File: src/rtl/flop_en_rc_pkg.sv
// Shared constants for the enable/clear pipeline register family.
package flop_en_rc_pkg;

   localparam int FLOP_EN_RC_DEFAULT_WIDTH = 8;

endpackage : flop_en_rc_pkg

File: src/rtl/flop_en_rc.sv
// Pipeline register: async reset, enable acts as stall, clear acts as flush.
// A flush only takes effect on an enabled edge, so a stalled stage keeps its contents.
module flop_en_rc
   import flop_en_rc_pkg::*;
#(
   parameter int WIDTH = FLOP_EN_RC_DEFAULT_WIDTH
) (
   input  logic             clk,
   input  logic             reset,
   input  logic             en,
   input  logic             clear,
   input  logic [WIDTH-1:0] d,
   output logic [WIDTH-1:0] q
);

   if (WIDTH < 1) begin : g_bad_width
      $error("flop_en_rc: WIDTH must be at least 1");
   end

   always_ff @(posedge clk, posedge reset) begin
      if (reset) begin
         q <= '0;
      end else if (en) begin
         q <= clear ? '0 : d;
      end
   end

   // Reset is asynchronous, so q must already be zero at any edge seen with reset high.
   a_reset_zero : assert property (@(posedge clk) reset |-> (q == '0))
      else $error("flop_en_rc: q nonzero while reset asserted");

endmodule : flop_en_rc

File: config.mk
export PLATFORM = sky130hd
export DESIGN_NAME = flop_en_rc
export DESIGN_NICKNAME = d
export VERILOG_FILES = /design/src/rtl/flop_en_rc_pkg.sv /design/src/rtl/flop_en_rc.sv
export SDC_FILE = /design/constraint.sdc
export NUM_CORES = 1
export LEC_CHECK = 0
export ABC_CLOCK_PERIOD_IN_PS = 800
export BUFFER_PORTS_ARGS = -buffer_cell sky130_fd_sc_hd__buf_2
export CAP_MARGIN = 40
export CORE_AREA = 5 5 42 44
export CTS_CLUSTER_DIAMETER = 60
export DETAILED_ROUTE_END_ITERATION = 10
export DIE_AREA = 0 0 47 49
export GPL_ROUTABILITY_DRIVEN = 0
export SLEW_MARGIN = 20
export SYNTH_ARGS = -nofsm -noshare
export SYNTH_HDL_FRONTEND = slang
export SYNTH_SLANG_ARGS = --single-unit
File: constraint.sdc
create_clock -name clk -period 0.8 [get_ports clk]
set_clock_uncertainty 0.15 [all_clocks]
set_input_delay 0.16 -clock clk [delete_from_list [all_inputs] [get_ports clk]]
set_output_delay 0.16 -clock clk [all_outputs]
set_load 0.005 [all_outputs]
== After elaboration in Yosys (flattened, before gate mapping) ==
Index checks and enable logic that the tools add are counted.
Word-level totals
  register bits: 8
  word-level logic and storage cells: 2
  bits of input ports: 12
  output and inout bits: 8
Cells by class
  muxes and demuxes: 1
Operators with widths (number)
  8-bit two-way mux: 1

== Depth between registers and ports, before layout ==
  depth in word-level cells: 1
  gate-level depth with buffers: 3
  mapped depth without buffers: 2

== Least setup slack after synthesis ==
Ideal clock, no wire load.
  path kind: register to register
  start point: reg q[2] (netlist name)
  end point: reg q[2]
  period minus slack after synthesis: 0.855 ns
  setup slack: -0.055 ns
  arrival time: 0.584 ns
  data required time: 0.529 ns
  stages on the path, launching flop included: 2
  cells stage by stage: dfrtp_1 a22o_1
RTL lines
  end signal, assigned: line flop_en_rc.sv:24  | q <= clear ? '0 : d;
  end, declared: line flop_en_rc.sv:13  | output logic [WIDTH-1:0] q

== Worst setup path in the final report ==
  start point: reg q[1]
  end point: out q[1]
No word-level cell between the ends.

==> insert_results.sql <==
INSERT INTO impl_metrics (metric_group, metric, value, unit) VALUES
('status', 'outcome', 'complete, but fails checks', ''),
('status', 'violations', 'negative hold slack, negative setup slack', ''),
('yosys', 'netlist.area_leader.share', '65.3', '%'),
('floorplanning', 'placement_rows', '14', ''),
('yosys', 'syn_nets', '33', ''),
('sta', 'rsz_0062_raised_after_global_routing', 'true', ''),
('yosys', 'postSynthCellCount', '21', ''),
('yosys', 'synth_most_common_cell', 'sky130_fd_sc_hd__dfrtp_1', ''),
('floorplanning', 'die-width', '47', 'µm'),
('sta', 'timing.final.hold_violations', '8', ''),
('global_route', 'grt_pass1_wl', '1260', 'µm'),
('worst_setup_path', 'critical-path-top-delay-family', 'flip-flops', ''),
('global_route', 'met3_usage', '4.80', '%'),
('routing', 'postRouteAntennaNets', '0', ''),
('hold_path', 'hold_path.class', 'input pin to flop', ''),
('layout', 'largest_register_ff_count', '8', ''),
('global_route', 'grt_usage', '7.67', '%'),
('worst_setup_path', 'crit_chain', 'buf_2', ''),
('worst_setup_path', 'timing.critical_path.required', '490', 'ps'),
('sta', 'maxClockFrequency', '926', 'MHz'),
('worst_setup_path', 'end_kind', 'output port', ''),
('worst_setup_path', 'timing.critical_path.buf_inv', '1', ''),
('layout', 'max_flop_register', 'q', ''),
('clock_network', 'maximum_level_of_the_cts_h_tree', '1', ''),
('clock_network', 'cts_tree', 'yes', ''),
('clock_network', 'cts-root-to-sink-buffers', '2', ''),
('sta', 'max_transition_margin', '83.0', '%'),
('yosys', 'yosys.area.top_type', 'sky130_fd_sc_hd__dfrtp_1', ''),
('yosys', 'synth_top_cells_by_area', 'sky130_fd_sc_hd__dfrtp_1 (65%), sky130_fd_sc_hd__a22o_1 (20%), sky130_fd_sc_hd__nor2b_4 (4.5%)', ''),
('sta', 'post-route-period-util', '135', '%'),
('sta', 'worst_hold_slack', '-27.6', 'ps'),
('yosys', 'synthesis.area', '307', 'µm²'),
('worst_setup_path', 'cpMaxStageDelayCell', 'sky130_fd_sc_hd__dfrtp_1', ''),
('yosys', 'post_synth_num_cell_types', '7', ''),
('worst_setup_path', 'worst-path-max-fanout', '2', ''),
('sta', 'timing_max_transition_violations_final', '0', ''),
('clock_network', 'cts_root_buffer', 'sky130_fd_sc_hd__clkbuf_4', ''),
('floorplanning', 'dieHeight', '49', 'µm'),
('layout', 'final_cell_area', '480', 'µm²'),
('yosys', 'synth-async-reset-ratio', '100', '%'),
('placed_design', 'dpl-instance-area', '410', 'µm²'),
('floorplanning', 'core_area', '0.00140', 'mm²'),
('yosys', 'synth_enable_flop_cells', '0', ''),
('clock_network', 'numClockSinks', '8', ''),
('routing', 'routedWlPerCell', '12.3', 'µm'),
('global_route', 'gr-total-overflow', '0', ''),
('sta', 'setup_total_negative_slack', '-2880', 'ps'),
('yosys', 'yosys_register_bits', '8', ''),
('global_route', 'grt_antenna_before_repair', '0', ''),
('sta', 'setup_slack', '-280', 'ps'),
('clock_network', 'cts_inserted_buffers', '3', ''),
('worst_setup_path', 'r2r_start', 'q[7]', ''),
('layout', 'area_growth_syn_to_layout', '56.7', '%'),
('routing', 'drt-total-wl', '778', 'µm'),
('hold_path', 'hold_path_end', 'q[2]', ''),
('global_route', 'highest_utilization_routing_layer_at_the_global_route_stage', 'met1', ''),
('layout', 'finalNetCount', '61', ''),
('sta', 'period_minus_slack', '1080', 'ps'),
('hold_path', 'timing.hold.worst_path_depth', '2', ''),
('worst_setup_path', 'delay_of_the_slowest_cell_on_the_worst_path', '390', 'ps'),
('sta', 'finalSetupViolations', '15', ''),
('global_route', 'grt.met1_usage', '11.5', '%'),
('worst_setup_path', 'cp.arrival', '770', 'ps'),
('routing', 'dr.pass1.iters', '2', ''),
('routing', 'count_of_vias_placed_by_the_detailed_router', '263', ''),
('floorplanning', 'ioPinCount', '20', ''),
('clock_network', 'hold_buffers', '1', ''),
('hold_path', 'hold_path.startpoint', 'd[2]', ''),
('layout', 'post_route_cells_drive_above_1_share', '59.6', '%'),
('yosys', 'syn-mean-instance-area', '14.6', 'µm²'),
('layout', 'reg.largest.list', 'q x8', '');
layout by cell type (no fill, tap or decap), drive strengths merged:
| cell | synthesis | layout |
|---|---|---|
| a22o | 7 | 7 |
| buf | 1 | 23 |
| clkbuf | 0 | 3 |
| clkinvlp | 0 | 1 |
| dfrtp | 8 | 8 |
| dlygate4sd3 | 0 | 1 |
| inv | 2 | 1 |
| nand2 | 1 | 1 |
| nor2b | 1 | 1 |
| o2bb2ai | 1 | 1 |
metal layers:
| metal | share of wire (%) | up-vias |
|---|---|---|
| met4 | 0 | 0 |
| met1 | 52 | 118 |
| li1 | - | 129 |
| met3 | 11 | 0 |
| met2 | 36 | 16 |
| met5 | 0 | - |
cell families after synthesis:
group | count (synthesis) | synth area share, %
DFF | 8 | 65.3
AOI/OAI and AO/OA | 8 | 22.9
buffers and inverters | 3 | 6.12
and+or+nand+nor | 2 | 5.71
worst max path at each step:
stage	start	to	slack (ps)	cells after the start
final	q[1]	q[1]	-280	1
after global routing	q[1]	q[1]	-310	1
after CTS	q[0]	q[0]	-290	1
after detailed placement	en	q[7]	-110	3
after global placement	en	q[4]	-110	3
after floorplan	q[1]	q[1]	-30	1
repair_timing:
item	in CTS	in global routing
pin swaps	1	2
hold endpoints to repair	16	7
gates resized for setup	0	2
endpoints found under the setup margin	15	23
setup buffers	3	1
metrics by stage:
| step | instances | setup slack [ps] |
|---|---|---|
| floorplan | 21 | -33.4 |
| global placement | 55 | -109 |
| detailed placement | 55 | -112 |
| CTS | 62 | -287 |
| global route | 63 | -313 |
| finish | 63 | -280 |
power breakdown:
part           internal (µW)  total, µW  switching (µW)
Combinational           90.7        151            59.9
Clock                    171        302             131
Sequential               436        453            16.5
Total                    698        905             207
final cells by class:
type | instances | area (µm²)
Clock buffer | 3 | 22.5
Fill cell | 156 | 921
Inverter | 2 | 11.3
Multi-Input combinational cell | 10 | 87.6
Sequential cell | 8 | 200
Tap cell | 16 | 20.0
Timing Repair Buffer | 24 | 139
Note: power is estimated with default switching activity, not from simulation.
